--- src/rtl/dec_width_pkg.sv ---
// Definitions shared by the decoder-path width converters (upsizer and downsizer):
// FSM state encoding and an elaboration-time clog2.
package dec_width_pkg;

    localparam logic STATE_ACCUM_ENC = 1'b0;
    localparam logic STATE_HOLD_ENC  = 1'b1;

    typedef enum logic {
        ACCUM = STATE_ACCUM_ENC,
        HOLD  = STATE_HOLD_ENC
    } convState_t;

    function automatic int clog2(input int value);
        int result;
        result = 0;
        while ((1 << result) < value) begin
            result++;
        end
        return result;
    endfunction

endpackage

--- src/rtl/dec_width_out_reg.sv ---
// Output holding register (valid/data/last, plus keep when DEC_UPSIZE_KEEP_EN is defined)
// for the decoder width converters. A load wins over a drain; a drain alone only clears valid.
module dec_width_out_reg #(
    parameter int DATA_W = 32
`ifdef DEC_UPSIZE_KEEP_EN
    ,
    parameter int KEEP_W = 2
`endif
) (
    input  logic              iClock,
    input  logic              iReset,
    input  logic              iLoad,
    input  logic [DATA_W-1:0] iLoadData,
    input  logic              iLoadLast,
`ifdef DEC_UPSIZE_KEEP_EN
    input  logic [KEEP_W-1:0] iLoadKeep,
    output logic [KEEP_W-1:0] oKeep,
`endif
    input  logic              iDstReady,
    output logic              oValid,
    output logic [DATA_W-1:0] oData,
    output logic              oLast,
    output logic              oFree
);

    assign oFree = ~oValid | iDstReady;

    // NOTE: sequential state uses non-blocking assignments so every register samples pre-edge values.
    always_ff @(posedge iClock) begin
        if (iReset) begin
            // NOTE: data is reset as well, so the port reads 0 rather than a stale word after reset.
            oValid <= 1'b0;
            oData  <= '0;
            oLast  <= 1'b0;
`ifdef DEC_UPSIZE_KEEP_EN
            oKeep  <= '0;
`endif
        end else if (iLoad) begin
            oValid <= 1'b1;
            oData  <= iLoadData;
            oLast  <= iLoadLast;
`ifdef DEC_UPSIZE_KEEP_EN
            oKeep  <= iLoadKeep;
`endif
        end else if (iDstReady) begin
            oValid <= 1'b0;
        end
    end

endmodule

--- src/rtl/dec_width_upsizer.sv ---
// N:1 beat packer between the ECC decoder and wide DMA/buffer ports; first beat lands in the
// most-significant lane. Defining DEC_UPSIZE_KEEP_EN adds the oConvertedKeep lane mask.
module dec_width_upsizer
    import dec_width_pkg::*;
#(
    parameter int IN_W  = 16,
    parameter int RATIO = 2
) (
    input  logic                  iClock,
    input  logic                  iReset,
    input  logic                  iSrcDataValid,
    input  logic [IN_W-1:0]       iSrcData,
    input  logic                  iSrcDataLast,
    output logic                  oConverterReady,
    output logic                  oConvertedDataValid,
    output logic [IN_W*RATIO-1:0] oConvertedData,
    output logic                  oConvertedDataLast,
`ifdef DEC_UPSIZE_KEEP_EN
    output logic [RATIO-1:0]      oConvertedKeep,
`endif
    input  logic                  iDstReady
);

    localparam int OUT_W = IN_W * RATIO;
    localparam int CNT_W = clog2(RATIO);
    localparam logic [CNT_W-1:0] LAST_CNT = CNT_W'(RATIO - 1);

    convState_t       state;
    logic [CNT_W-1:0] count;
    logic [OUT_W-1:0] acc;
    logic [OUT_W-1:0] accMerged;
    logic             accLast;
    logic             accept;
    logic             complete;
    logic             drain;
    logic             outFree;
    logic             loadOut;
    logic [OUT_W-1:0] loadData;
    logic             loadLast;
`ifdef DEC_UPSIZE_KEEP_EN
    logic [RATIO-1:0] accKeep;
    logic [RATIO-1:0] keepMerged;
    logic [RATIO-1:0] loadKeep;
`endif

    assign accept   = iSrcDataValid & oConverterReady;
    assign complete = accept & ((count == LAST_CNT) | iSrcDataLast);
    assign drain    = oConvertedDataValid & iDstReady;

    // Beat k goes to lane RATIO-1-k, so the first beat ends up in the top bits.
    always_comb begin
        // NOTE: default assignment first so the partial lane write cannot infer a latch.
        accMerged = acc;
        for (int lane = 0; lane < RATIO; lane++) begin
            if (int'(count) == RATIO - 1 - lane) begin
                accMerged[lane*IN_W +: IN_W] = iSrcData;
            end
        end
    end

`ifdef DEC_UPSIZE_KEEP_EN
    always_comb begin
        keepMerged = accKeep;
        for (int lane = 0; lane < RATIO; lane++) begin
            if (int'(count) == RATIO - 1 - lane) begin
                keepMerged[lane] = 1'b1;
            end
        end
    end
`endif

    // HOLD releases the parked word; ACCUM forwards the just-completed word directly.
    always_comb begin
        loadOut  = 1'b0;
        loadData = accMerged;
        loadLast = iSrcDataLast;
`ifdef DEC_UPSIZE_KEEP_EN
        loadKeep = keepMerged;
`endif
        if (state == HOLD) begin
            loadOut  = drain;
            loadData = acc;
            loadLast = accLast;
`ifdef DEC_UPSIZE_KEEP_EN
            loadKeep = accKeep;
`endif
        end else begin
            loadOut = complete & outFree;
        end
    end

    always_ff @(posedge iClock) begin
        if (iReset) begin
            state           <= ACCUM;
            oConverterReady <= 1'b1;
            count           <= '0;
            acc             <= '0;
            accLast         <= 1'b0;
`ifdef DEC_UPSIZE_KEEP_EN
            accKeep         <= '0;
`endif
        end else begin
            case (state)
                ACCUM: begin
                    if (complete) begin
                        count <= '0;
                        if (outFree) begin
                            acc     <= '0;
                            accLast <= 1'b0;
`ifdef DEC_UPSIZE_KEEP_EN
                            accKeep <= '0;
`endif
                        end else begin
                            acc             <= accMerged;
                            accLast         <= iSrcDataLast;
`ifdef DEC_UPSIZE_KEEP_EN
                            accKeep         <= keepMerged;
`endif
                            state           <= HOLD;
                            oConverterReady <= 1'b0;
                        end
                    end else if (accept) begin
                        acc   <= accMerged;
                        count <= count + 1'b1;
`ifdef DEC_UPSIZE_KEEP_EN
                        accKeep <= keepMerged;
`endif
                    end
                end
                HOLD: begin
                    if (drain) begin
                        acc             <= '0;
                        accLast         <= 1'b0;
`ifdef DEC_UPSIZE_KEEP_EN
                        accKeep         <= '0;
`endif
                        state           <= ACCUM;
                        oConverterReady <= 1'b1;
                    end
                end
            endcase
        end
    end

    dec_width_out_reg #(
        .DATA_W (OUT_W)
`ifdef DEC_UPSIZE_KEEP_EN
        ,
        .KEEP_W (RATIO)
`endif
    ) uOutReg (
        .iClock    (iClock),
        .iReset    (iReset),
        .iLoad     (loadOut),
        .iLoadData (loadData),
        .iLoadLast (loadLast),
`ifdef DEC_UPSIZE_KEEP_EN
        .iLoadKeep (loadKeep),
        .oKeep     (oConvertedKeep),
`endif
        .iDstReady (iDstReady),
        .oValid    (oConvertedDataValid),
        .oData     (oConvertedData),
        .oLast     (oConvertedDataLast),
        .oFree     (outFree)
    );

endmodule

--- config.mk ---
export PLATFORM = sky130hd
export DESIGN_NAME = dec_width_upsizer
export DESIGN_NICKNAME = d
export VERILOG_FILES = /design/src/rtl/dec_width_pkg.sv /design/src/rtl/dec_width_out_reg.sv /design/src/rtl/dec_width_upsizer.sv
export SDC_FILE = /design/constraint.sdc
export NUM_CORES = 1
export LEC_CHECK = 0
export CAP_MARGIN = 30
export CORE_MARGIN = 2
export CORE_UTILIZATION = 59
export DETAILED_ROUTE_END_ITERATION = 10
export DONT_BUFFER_PORTS = 1
export GPL_TIMING_DRIVEN = 0
export PLACE_DENSITY = 0.75
export RECOVER_POWER = 50
export REMOVE_ABC_BUFFERS = 1
export SETUP_SLACK_MARGIN = 0.2
export SYNTH_ARGS = -nofsm -noshare
export SYNTH_HDL_FRONTEND = slang
export SYNTH_SLANG_ARGS = --single-unit
--- constraint.sdc ---
create_clock -name iClock -period 2.15 [get_ports iClock]
set_clock_uncertainty 0.05 [all_clocks]
set_input_delay 0.215 -clock iClock [delete_from_list [all_inputs] [get_ports iClock]]
set_output_delay 0.215 -clock iClock [all_outputs]
set_load 0.1 [all_outputs]
# Yosys cells after proc, flatten, opt, wreduce, memory -nomap -nowiden
# Cells that the tools add are included.
# totals
ff_bits,70
in_bits,21
output_inout_bits,35
elab_cells,53
# classes
n_addsub,1
eq_ne,4
muxes,26
bitwise,8
n_reduce_logical,6
# ops
cell,count
two-way mux 32 bit,5
case mux 32 bit (2 select lines),1
two-way mux 16 bit,2
two-way mux 1 bit,15
case mux 1 bit (2 select lines),3
AND reduction 2 bit,3
bitwise AND 1 bit,4
"inequality test 2 bit, second input constant",2
nonzero test 2 bit,2
"inequality test 3 bit, second input constant",1
AND reduction 3 bit,1
"inequality test 2 x 1 -> 1 bit, second input constant",1
NOT 1 bit,2
bitwise OR 1 bit,2
"adder 1 bit, second input constant",1

# Logic depth before layout (Yosys ltp)
# Gate-level depths: netlist of run 1.
# logic_depth
word_depth,5
mapped_depth,7
ltp_nobuf,4

# By module
# A second synthesis of run 1 with hierarchy kept.
# hier_totals
cells_unflattened,343
area_unflattened_um2,3340.7
# by_module_without_submodules
mod,instances,cells_per_inst,area_each_um2,seq_area_each_um2
dec_width_upsizer,1,232,2102.0,720.7
dec_width_out_reg,1,111,1238.7,680.7

# Worst setup path before layout of run 1
# OpenSTA, ideal clock, no wires.
# synth_path
path_type,reg2reg
start,register uOutReg.oValid
end,register uOutReg.oData[20]
setup_ps,147
t_arrival_ps,2082
required_time_ps,1953
setup_slack_ps,-129
path_stages_with_launch,6
path_buffers,2
synth_period_minus_slack_ps,2279
path_cell_list,dfxtp_1 -> nand3_2 -> a221oi_4 -> buf_6 -> buf_4 -> a311oi_2
# synth_via
elab_chain_cells,4
word_cells_on_any_way,5
cone_classes,mux (1); bitwise (4)
# synth_lines
element,line_no,source
from (decl),dec_width_out_reg.sv:20,"output logic oValid,"
from (signal assigned),dec_width_out_reg.sv:32,oValid <= 1'b0;
from (signal assigned),dec_width_out_reg.sv:39,oValid <= 1'b1;
from (signal assigned),dec_width_out_reg.sv:46,oValid <= 1'b0;
NOT 1 bit,dec_width_out_reg.sv:26,assign oFree = ~oValid | iDstReady;
bitwise OR 1 bit,dec_width_out_reg.sv:26,
bitwise AND 1 bit,dec_width_upsizer.sv:88,loadOut = complete & outFree;
two-way mux 1 bit (*),dec_width_upsizer.sv:80,if (state == HOLD) begin
to (signal assigned),dec_width_out_reg.sv:40,oData <= iLoadData;
to (decl),dec_width_out_reg.sv:21,"output logic [DATA_W-1:0] oData,"
# Mark *: on every way between the ends. The rest lies on a longest branch, timed or not.
# A chain may end at the register's enable or synchronous reset.

# Final worst setup path of run 1
# layout_path
start,register uOutReg.oValid
end,register uOutReg.oData[30]
# The elaborated chain is that of the path after synthesis.

==> summary.txt, run 1 <==
Run status
  • Status: finished, final reports clean

Placed design
  • Pre-CTS setup slack: -0.714 ns
  • Cell Area, Placed: around 0.0035 sq mm
  • Inst Count DP: 391
  • Dpl hpwl: 4440 um
  • Quantity of I/O buffers inserted on ports: 0
  • RePlAce Congestion: roughly 0.70

Global route
  • Met3 Usage GRT: 0.0701
  • First-pass GRT wire length: 13200 um
  • Largest net degree at the start of global routing: 39
  • Initial antenna violation count: 0
  • Met1 Resource Use GR: 0.322
  • Grt total ovfl: 0
  • Number of global-route vias before repair: about 2700
  • Met2 usage: 0.458
  • GR peak layer: met2
  • GRT Total Usage: 0.266

Worst hold path
  • Hold path startpoint: iReset
  • Hold depth: 2
  • Hold WC Path Type: in2reg
  • WHS Endpoint: acc[15]

Worst setup path
  • R2R depth: 7
  • Critical path peak fanout: 8
  • Crit Path Class: reg2reg
  • CP startpoint kind: flop
  • CP required: approximately 2.4 ns
  • Critical Path Sink Type: flop
  • Worst endpoint data arrival time: 2.17 ns
  • R2R Path End: uOutReg.oData[30]
  • R2R Setup Slk: 0.19 ns
  • Worst R2R Start: uOutReg.oValid

Floorplan
  • Die ar.: about 0.0064 sq mm
  • Row cnt: 27
  • Core area: ~0.0055 sq mm
  • Die W: ~80 um
  • Die height: about 80 um
  • Initial Util: 0.614
  • I/O pin count: 56

STA
  • Final worst path period need: about 2.0 ns
  • Tcrit/Tclk final: 0.912
  • Worst Tran Pin Value: ~1.2 ns
  • RSZ-0062 raised after global routing: yes
  • Final setup vio count: 0
  • Fin. Hold Viols: 0
  • Minimum hold slack: around 0.023 ns
  • Slew Limit Headroom: 0.175
  • Final slew viol count: 0
  • Fmax: roughly 0.51 GHz
  • Worst setup margin: between 0.15 and 0.2 ns

Pwr
  • Maximum vdd drop: 0.521 mV
  • Leakage: 1.31 nW
  • Power Dens Cells: 852 mW/mm^2

Synthesis
  • Avg Cell Area, Syn: just under 10 sq um
  • Synth Instances: 343
  • Sequential fraction of the synthesis area: 0.412
  • Warnings, synthesis: 0
  • Yosys reg bits: 70
  • Number of synthesized flops with an enable pin: 0
  • Distinct cells, synth: 29
  • Asr flop ratio synth: 0
  • Mapped cell area: ~0.0034 sq mm
  • Top FF cell, synth: dfxtp_1

Clock network
  • CTS buffer count: 9
  • Max H-tree Level: 3
  • CTS tree: done
  • Worst-case clock buffer depth: 2
  • Worst-skew pair later-pin latency: between 0.3 and 0.4 ns
  • Root buf cell: clkbuf_8
  • Clk slew on worst S/H paths: ~0.08 ns
  • Clock Sinks: 70

Job
  • Max_cap viols: 0

Finish
  • Share of cells above drive strength 1: 0.167
  • Synthesis-to-finish area growth: 18.0%
  • Fin cells: about 440
  • Post-Layout Inst Area: ~0.004 sq mm
  • Fin nets: roughly 380
  • # diodes: 0

Routing
  • Via/cell ratio: between 6 and 7
  • Drc violations: 0
  • Routed len/inst: ~18 um
  • Final WL: 8080 um
  • Final antenna-violating net count: 0
  • Detailed Route Iter0 Violations: 218
  • Via count: 2721
  • First-pass DRT Iterations: 4
## cells in the mapped netlist (2+ instances only)
master     n  area share
o32ai_1   32       0.082
nand2b_1  33       0.061
mux2i_1   49        0.14
buf_1      2      0.0022
o21ai_0   16       0.024
buf_2      7       0.010
clkbuf_1  16       0.018
buf_4      3      0.0066
a21oi_1    2      0.0029
nor2_1    38       0.042
nand2_1   22       0.024
a311oi_2  16       0.071
dfxtp_1   70        0.41
a211oi_1  15       0.033
and2b_1    2      0.0044
buf_6      6       0.020
a211oi_2   2      0.0073
## power breakdown
group | internal [mW] | switching [mW] | leakage (nW)
sequential | 1.38 | 0.444 | 0.574
combinational | 0.243 | 0.271 | 0.632
clock | 0.594 | 0.494 | 0.106
total | 2.22 | 1.21 | 1.31
## layout by cell type (no fill, tap or decap), types with 11 or more instances in the layout
| master | Yosys | routed |
|---|---|---|
| a311oi_2 | 16 | 16 |
| mux2i_1 | 49 | 49 |
| nand2_1 | 22 | 21 |
| dlygate4sd3_1 | 0 | 19 |
| nand2b_1 | 33 | 33 |
| a211oi_1 | 15 | 14 |
| o32ai_1 | 32 | 32 |
| clkbuf_8 | 0 | 11 |
| o21ai_0 | 16 | 16 |
| nor2_1 | 38 | 39 |
| dfxtp_1 | 70 | 69 |
## flip-flops by register name, summed over array words and instances (netlist names)
register,flops
accLast,1
uOutReg.oData,32
uOutReg.oLast,1
oConverterReady,1
state,1
uOutReg.oValid,1
acc,32
count,1
## critical path, cell delays in order (launching register included)
cell and delay [ns]:
dfxtp_1 0.43, buf_6 0.15, nand3_2 0.15, a221oi_4 0.37, buf_8 0.17, clkbuf_1 0.21, nor2_1 0.08, a311oi_2 0.26
## repair_timing
action	in CTS	in global routing
gates resized for setup	6	4
setup endpoints to repair	66	25
hold buffers	18	2
endpoints found under the hold margin	38	2
pin swaps	2	1
buffers inserted	7	3
cloned	0	0
## worst max path at each step
stage | depth (start not counted) | to | from | slack [ns]
2_1_floorplan | 4 | uOutReg.oData[16] | count | -1.83
3_3_place_gp | 3 | uOutReg.oData[28] | count | -2.85
3_5_place_dp | 6 | acc[14] | state | -0.71
4_1_cts | 7 | uOutReg.oData[23] | uOutReg.oValid | 0.23
5_1_grt | 7 | acc[14] | uOutReg.oValid | 0.10
6_report | 7 | uOutReg.oData[30] | uOutReg.oValid | 0.19
## area by class of cell
class                      count  area (sq um)
clock inverter                 4          45.0
clock buffer                  12           155
tap                           72          90.1
multi-input combinational    237          1820
sequential                    70          1410
fill                         409          1520
timing repair buffer          41           502
inverter                       1          3.75
## logic make-up (layout without fill, tap and decap cells)
logic type	after synthesis	after routing	synth area share
AOI/OAI and AO/OA	88	88	0.239
buffers and inverters	36	58	0.0599
DFF	70	70	0.412
muxes	49	49	0.144
and+or+nand+nor	100	100	0.146
## stage by stage
stage	TNS, ns	util	total power [mW]
final	0	0.725	3.42
after CTS	0	0.721	3.42
after global routing	0	0.725	3.55
after global placement	-172.87	0.595	2.22
after floorplan	-99.56	-	2.15
after detailed placement	-33.83	0.635	2.28
## routing by layer
| layer | routed length (um) | part of all wire |
|---|---|---|
| met1 | 3590 | 0.44 |
| met2 | 3950 | 0.49 |
| met3 | 410 | 0.051 |
| met4 | 133 | 0.016 |
| met5 | 0 | 0 |
No activity file was read; power rests on OpenSTA's default activity.
==> inputs of run 2 (changes only) <==
--- a/config.mk
+++ b/config.mk
@@ -7,11 +7,11 @@
 export LEC_CHECK = 0
 export CAP_MARGIN = 30
 export CORE_MARGIN = 2
-export CORE_UTILIZATION = 59
+export CORE_UTILIZATION = 55
 export DETAILED_ROUTE_END_ITERATION = 10
 export DONT_BUFFER_PORTS = 1
 export GPL_TIMING_DRIVEN = 0
-export PLACE_DENSITY = 0.75
+export PLACE_DENSITY = 0.7
 export RECOVER_POWER = 50
 export REMOVE_ABC_BUFFERS = 1
 export SETUP_SLACK_MARGIN = 0.2
==> summary.txt, run 2 (synthesis gave the netlist of run 1 again) <==
Global route
  • Initial antenna violation count: 0 (unchanged)
  • Largest net degree at the start of global routing: 39 (unchanged)
  • Number of global-route vias before repair: 2554 (was 2717)
  • GRT Total Usage: 0.241 (was 0.266)
  • First-pass GRT wire length: 12400 um (was 13200 um)
  • Grt total ovfl: 0 (unchanged)

Pwr
  • Leakage: 1.28 nW (was 1.31 nW)
  • Power Dens Cells: 847 mW/mm^2 (was 852 mW/mm^2)
  • Maximum vdd drop: 0.568 mV (was 0.521 mV)
  • Final Power: 3.34 mW (was 3.42 mW)

Routing
  • Final WL: 7860 um (was 8080 um)
  • Routed len/inst: 18.1 um (was 18.5 um)
  • Drc violations: 0 (unchanged)
  • Detailed Route Iter0 Violations: 103 (was 218)
  • Via/cell ratio: 6.05 (was 6.23)
  • First-pass DRT Iterations: 4 (unchanged)
  • Final antenna-violating net count: 0 (unchanged)
  • Via count: 2626 (was 2721)

Finish
  • Most common cell after layout, fill and taps aside: dfxtp_1 (unchanged)
  • Largest registers: acc x32, uOutReg.oData x32 (unchanged)
  • Synthesis-to-finish area growth: 15.8% (was 18.0%)
  • Post-layout util: 0.662 (was 0.725)
  • Area taken by multi-input logic gates: 0.00183 sq mm (was 0.00182 sq mm)
  • # diodes: 0 (unchanged)
  • Fin nets: 375 (was 381)
  • Share of cells above drive strength 1: 0.184 (was 0.167)
  • Filler cells: 508 (was 409)
  • Register Area: 0.00141 sq mm (about the same)
  • Post-Layout Inst Area: 0.00394 sq mm (was 0.00402 sq mm)
  • Commonest cells after routing, fill and taps aside: dfxtp_1, mux2i_1, nor2_1, nand2b_1, o32ai_1 (unchanged)

Floorplan
  • Die ar.: 0.00684 sq mm (was 0.00639 sq mm)
  • Initial Util: 0.572 (was 0.614)
  • Core area: 0.00596 sq mm (was 0.00554 sq mm)
  • Die height: 82.7 um (was 80.0 um)
  • Die W: 82.7 um (was 80.0 um)
  • I/O pin count: 56 (unchanged)
  • Row cnt: 28 (was 27)

STA
  • Final setup vio count: 0 (unchanged)
  • Final worst path period need: 1.92 ns (was 1.96 ns)
  • Fin. Hold Viols: 0 (unchanged)
  • Worst Tran Pin Value: 1.22 ns (was 1.24 ns)
  • Fmax: 0.521 GHz (was 0.510 GHz)
  • RSZ-0062 raised after global routing: no (was yes)
  • Slew Limit Headroom: 0.185 (was 0.175)
  • Worst setup margin: 0.229 ns (was 0.189 ns)
  • Final slew viol count: 0 (unchanged)
  • Tcrit/Tclk final: 0.893 (was 0.912)

Worst setup path
  • Critical Path Sink Type: primary output (was flop)
  • R2R Setup Slk: 0.26 ns (was 0.19 ns)
  • Critical-path cell list: clkbuf_1 (was buf_6 -> nand3_2 -> a221oi_4 -> buf_8 -> clkbuf_1 -> nor2_1 -> a311oi_2)
  • Worst endpoint data arrival time: 1.66 ns (was 2.17 ns)
  • Critical path peak fanout: 3 (was 8)
  • Slowest cell on crit path: clkbuf_1 (was dfxtp_1)
  • Crit-path leading delay family: buffers and inverters (was compound AO/OA/AOI/OAI gates)
  • CP required: 1.88 ns (was 2.36 ns)
  • CP Buf/Inv Count: 1 (was 3)
  • Crit Path Class: reg2out (was reg2reg)
  • CP peak stage delay: 0.92 ns (was 0.43 ns)
  • CP startpoint kind: flop (unchanged)

Placed design
  • Cell Area, Placed: 0.00351 sq mm (was 0.00352 sq mm)
  • Pre-CTS setup slack: -0.660 ns (was -0.714 ns)
  • Quantity of I/O buffers inserted on ports: 0 (unchanged)
  • RePlAce Congestion: 0.754 (was 0.705)
  • Dpl hpwl: 4450 um (was 4440 um)

Clock network
  • Max H-tree Level: 3 (unchanged)
  • Root buf cell: clkbuf_8 (unchanged)
  • Clock Sinks: 70 (unchanged)
  • Worst-case clock buffer depth: 2 (unchanged)
  • Worst-skew pair later-pin latency: 0.33 ns (was 0.34 ns)
  • CTS buffer count: 9 (unchanged)
  • CTS tree: done (unchanged)
  • Clk slew on worst S/H paths: 0.07 ns (was 0.08 ns)

Worst hold path
  • Hold WC Path Type: in2reg (unchanged)

Job
  • Max_cap viols: 0 (unchanged)

Run status
  • Status: finished, final reports clean (unchanged)
[run 2: cell types whose count changed in the layout (fill, tap and decap cells not counted), moves of 2 or more]
cell,before,now
dlygate4sd3_1,19,10
buf_4,5,12
clkbuf_8,11,9
dfxtp_1,69,67
dfxtp_4,1,3
[run 2: where the power goes]
group,total (mW),switching (mW),internal [mW]
logic,0.496,0.260,0.236
clock network,1.02,0.486,0.529
registers,1.83,0.449,1.38
[run 2: cell type report]
cell class / instances / area share
Clock inverter: 5 / 0.0127
Timing Repair Buffer: 35 / 0.107
Multi-Input combinational cell: 237 / 0.464
Tap cell: 75 / 0.0238
Clock buffer: 11 / 0.0333
Inverter: 1 / 0.000952
Sequential cell: 70 / 0.358
[run 2: stage by stage]
| stage | cells | TNS, ns | hold WS [ns] |
|---|---|---|---|
| after global routing | 434 | 0 | 0.00395 |
| after detailed placement | 393 | -33.42 | 0.235 |
| final | 434 | 0 | 0.00859 |
| after global placement | 383 | -173.23 | 0.240 |
| after CTS | 426 | 0 | 0.000624 |
| after floorplan | 308 | -99.56 | 0.230 |
[run 2: what timing repair did]
action	4_1_cts	5_1_grt
endpoints found under the setup margin	66	46
resized for setup	8	5
pin swaps	1	5
gates cloned	0	0
endpoints found under the hold margin	38	1
hold buffers	10	1
buffers inserted	7	7
[run 2: final timing paths]
check / to / cells after the start / start
hold / removal: uOutReg.oData[24] / 2 / iSrcData[8]
setup reg to reg: uOutReg.oData[28] / 7 / uOutReg.oValid
hold reg to reg: acc[0] / 2 / acc[0]
setup / recovery: oConverterReady / 1 / oConverterReady
[run 2: metal layers]
layer | vias to the layer above | share of wire | GRT usage
met5 | - | 0 | 0
met4 | 0 | 0.012 | 0.0869
met2 | 63 | 0.50 | 0.417
li1 | 1293 | - | -
met1 | 1260 | 0.44 | 0.296
met3 | 10 | 0.045 | 0.0511
==> inputs of run 3 (changes only) <==
--- a/config.mk
+++ b/config.mk
@@ -5,6 +5,7 @@
 export SDC_FILE = /design/constraint.sdc
 export NUM_CORES = 1
 export LEC_CHECK = 0
+export ABC_CLOCK_PERIOD_IN_PS = 2150
 export CAP_MARGIN = 30
 export CORE_MARGIN = 2
 export CORE_UTILIZATION = 55
@@ -13,8 +14,8 @@
 export GPL_TIMING_DRIVEN = 0
 export PLACE_DENSITY = 0.7
 export RECOVER_POWER = 50
-export REMOVE_ABC_BUFFERS = 1
 export SETUP_SLACK_MARGIN = 0.2
+export SKIP_LAST_GASP = 1
 export SYNTH_ARGS = -nofsm -noshare
 export SYNTH_HDL_FRONTEND = slang
 export SYNTH_SLANG_ARGS = --single-unit
==> summary.txt, run 3 (synthesis gave the netlist of run 1 again) <==
Pwr
  • Sw frac: 0.362 (was 0.358)
  • Part of the power in registers: 0.547 (about the same)
  • Switch Pwr: 1.21 mW (was 1.19 mW)
  • Comb power frac: 0.138 (was 0.148)
  • Maximum vdd drop: 0.522 mV (was 0.568 mV)
  • Leakage: 1.24 nW (was 1.28 nW)
  • Power Dens Cells: 867 mW/mm^2 (was 847 mW/mm^2)
  • Final Power: 3.35 mW (was 3.34 mW)
  • Proportion of power drawn by the clock network: 0.315 (was 0.304)
  • Internal power: 2.14 mW (about the same)

Clock network
  • Max H-tree Level: 3 (unchanged)
  • CTS buffer count: 9 (unchanged)
  • Clock Sinks: 70 (unchanged)
  • Worst-skew pair later-pin latency: 0.35 ns (was 0.33 ns)
  • Root buf cell: clkbuf_8 (unchanged)
  • Worst-case clock buffer depth: 2 (unchanged)
  • Clk slew on worst S/H paths: 0.07 ns (about the same)
  • CTS tree: done (unchanged)

Placed design
  • RePlAce Congestion: 0.837 (was 0.754)
  • Pre-CTS setup slack: 0.0389 ns (was -0.660 ns)
  • Inst Count DP: 418 (was 393)
  • Dpl hpwl: 5950 um (was 4450 um)
  • Cell Area, Placed: 0.00350 sq mm (was 0.00351 sq mm)
  • Quantity of I/O buffers inserted on ports: 0 (unchanged)

Global route
  • Number of global-route vias before repair: 2672 (was 2554)
  • First-pass GRT wire length: 13500 um (was 12400 um)
  • Grt total ovfl: 0 (unchanged)
  • Largest net degree at the start of global routing: 12 (was 39)
  • Initial antenna violation count: 0 (unchanged)
  • GRT Total Usage: 0.268 (was 0.241)

Floorplan
  • Die height: 82.7 um (unchanged)
  • Row cnt: 28 (unchanged)
  • Die ar.: 0.00684 sq mm (unchanged)
  • I/O pin count: 56 (unchanged)
  • Initial Util: 0.572 (unchanged)
  • Die W: 82.7 um (unchanged)
  • Core area: 0.00596 sq mm (unchanged)

Finish
  • Post-layout util: 0.649 (was 0.662)
  • # diodes: 0 (unchanged)
  • Area taken by multi-input logic gates: 0.00179 sq mm (was 0.00183 sq mm)
  • Commonest cells after routing, fill and taps aside: dfxtp_1, mux2i_1, nor2_1, nand2b_1, o32ai_1 (unchanged)
  • Post-Layout Inst Area: 0.00386 sq mm (was 0.00394 sq mm)
  • Register Area: 0.00141 sq mm (about the same)
  • Synthesis-to-finish area growth: 13.5% (was 15.8%)
  • Fin nets: 392 (was 375)
  • Fin cells: 450 (was 434)
  • Share of cells above drive strength 1: 0.157 (was 0.184)
  • Most common cell after layout, fill and taps aside: dfxtp_1 (unchanged)
  • Largest registers: acc x32, uOutReg.oData x32 (unchanged)
  • Filler cells: 528 (was 508)

Routing
  • Via count: 2740 (was 2626)
  • Final antenna-violating net count: 0 (unchanged)
  • Routed len/inst: 19.3 um (was 18.1 um)
  • Detailed Route Iter0 Violations: 255 (was 103)
  • Drc violations: 0 (unchanged)
  • Final WL: 8690 um (was 7860 um)
  • Via/cell ratio: 6.09 (was 6.05)
  • First-pass DRT Iterations: 4 (unchanged)

Job
  • Max_cap viols: 0 (unchanged)

Run status
  • Status: finished, final reports clean (unchanged)

STA
  • Post-route setup TNS: 0 ns (unchanged)
  • Final worst path period need: 1.98 ns (was 1.92 ns)
  • Worst Tran Pin Value: 0.989 ns (was 1.22 ns)
  • Slew Limit Headroom: 0.340 (was 0.185)
  • Fmax: 0.505 GHz (was 0.521 GHz)
  • Final setup vio count: 0 (unchanged)
  • Tcrit/Tclk final: 0.921 (was 0.893)
  • Minimum hold slack: 0.00117 ns (was 0.00859 ns)
  • Final slew viol count: 0 (unchanged)
  • Worst setup margin: 0.169 ns (was 0.229 ns)
  • RSZ-0062 raised after global routing: no (unchanged)
  • Fin. Hold Viols: 0 (unchanged)

Worst setup path
  • Worst endpoint data arrival time: 2.19 ns (was 1.66 ns)
  • Critical path peak fanout: 6 (was 3)
  • Crit Path Class: reg2reg (was reg2out)
  • Critical Path Sink Type: flop (was primary output)
  • CP startpoint kind: flop (unchanged)
  • R2R depth: 6 (was 7)
  • CP required: 2.36 ns (was 1.88 ns)

Worst hold path
  • Hold depth: 2 (unchanged)
  • Hold WC Path Type: in2reg (unchanged)

Synthesis
  • Post-Syn Nets: around 360
[run 3: cell types whose count changed in the layout (fill, tap and decap cells not counted), sizes merged]
| cell | change |
|---|---|
| clkbuf | +17 |
| buf | -5 |
| dlygate4sd3 | +5 |
| clkinv | -2 |
| clkinvlp | +1 |
[run 3: final timing paths]
path / startpoint / end / slack [ns]
max: uOutReg.oValid / uOutReg.oData[28] / 0.17
min: iSrcData[2] / uOutReg.oData[18] / 0.001
max reg2reg: uOutReg.oValid / uOutReg.oData[28] / 0.17
min reg2reg: acc[0] / acc[0] / 0.46
[run 3: layout make-up]
type	count	area share
plain buffers	35	0.0515
repair buffers	17	0.0453
clock buffers	11	0.0366
well taps	75	0.0243
inverters	1	0.000972
flip-flops and latches	70	0.365
multi-input cells	237	0.464
clock inverters	4	0.0123
[run 3: repair_timing]
| item | in CTS | in global routing |
|---|---|---|
| buffers inserted | 0 | 1 |
| setup endpoints to repair | 64 | 36 |
| resized for setup | 2 | 3 |
| cloned | 0 | 1 |
| endpoints found under the hold margin | 16 | 0 |
| hold buffers | 15 | 0 |
| pin swaps | 0 | 1 |
[run 3: power by group through the flow]
stage	clock network (mW)	registers [mW]	logic, mW
after floorplan	0	1.85	0.351
after detailed placement	0	1.86	0.429
after global placement	0	1.86	0.422
after CTS	1.06	1.83	0.456
after global routing	1.11	1.85	0.508
final	1.06	1.83	0.461
[run 3: layer usage]
| metal | part of all wire | up-vias | GRT usage | routed length [um] |
|---|---|---|---|---|
| li1 | - | 1325 | - | - |
| met1 | 0.45 | 1326 | 0.358 | 3880 |
| met2 | 0.47 | 79 | 0.415 | 4070 |
| met3 | 0.071 | 10 | 0.0717 | 619 |
| met4 | 0.012 | 0 | 0.100 | 108 |
| met5 | 0 | - | 0 | 0 |
[run 3: critical path, stage by stage (launching register included)]
cell and delay (ns):
dfxtp_4 0.58, nand3_4 0.13, a221oi_1 0.46, buf_12 0.18
buf_2 0.16, nor2_1 0.06, a311oi_2 0.26
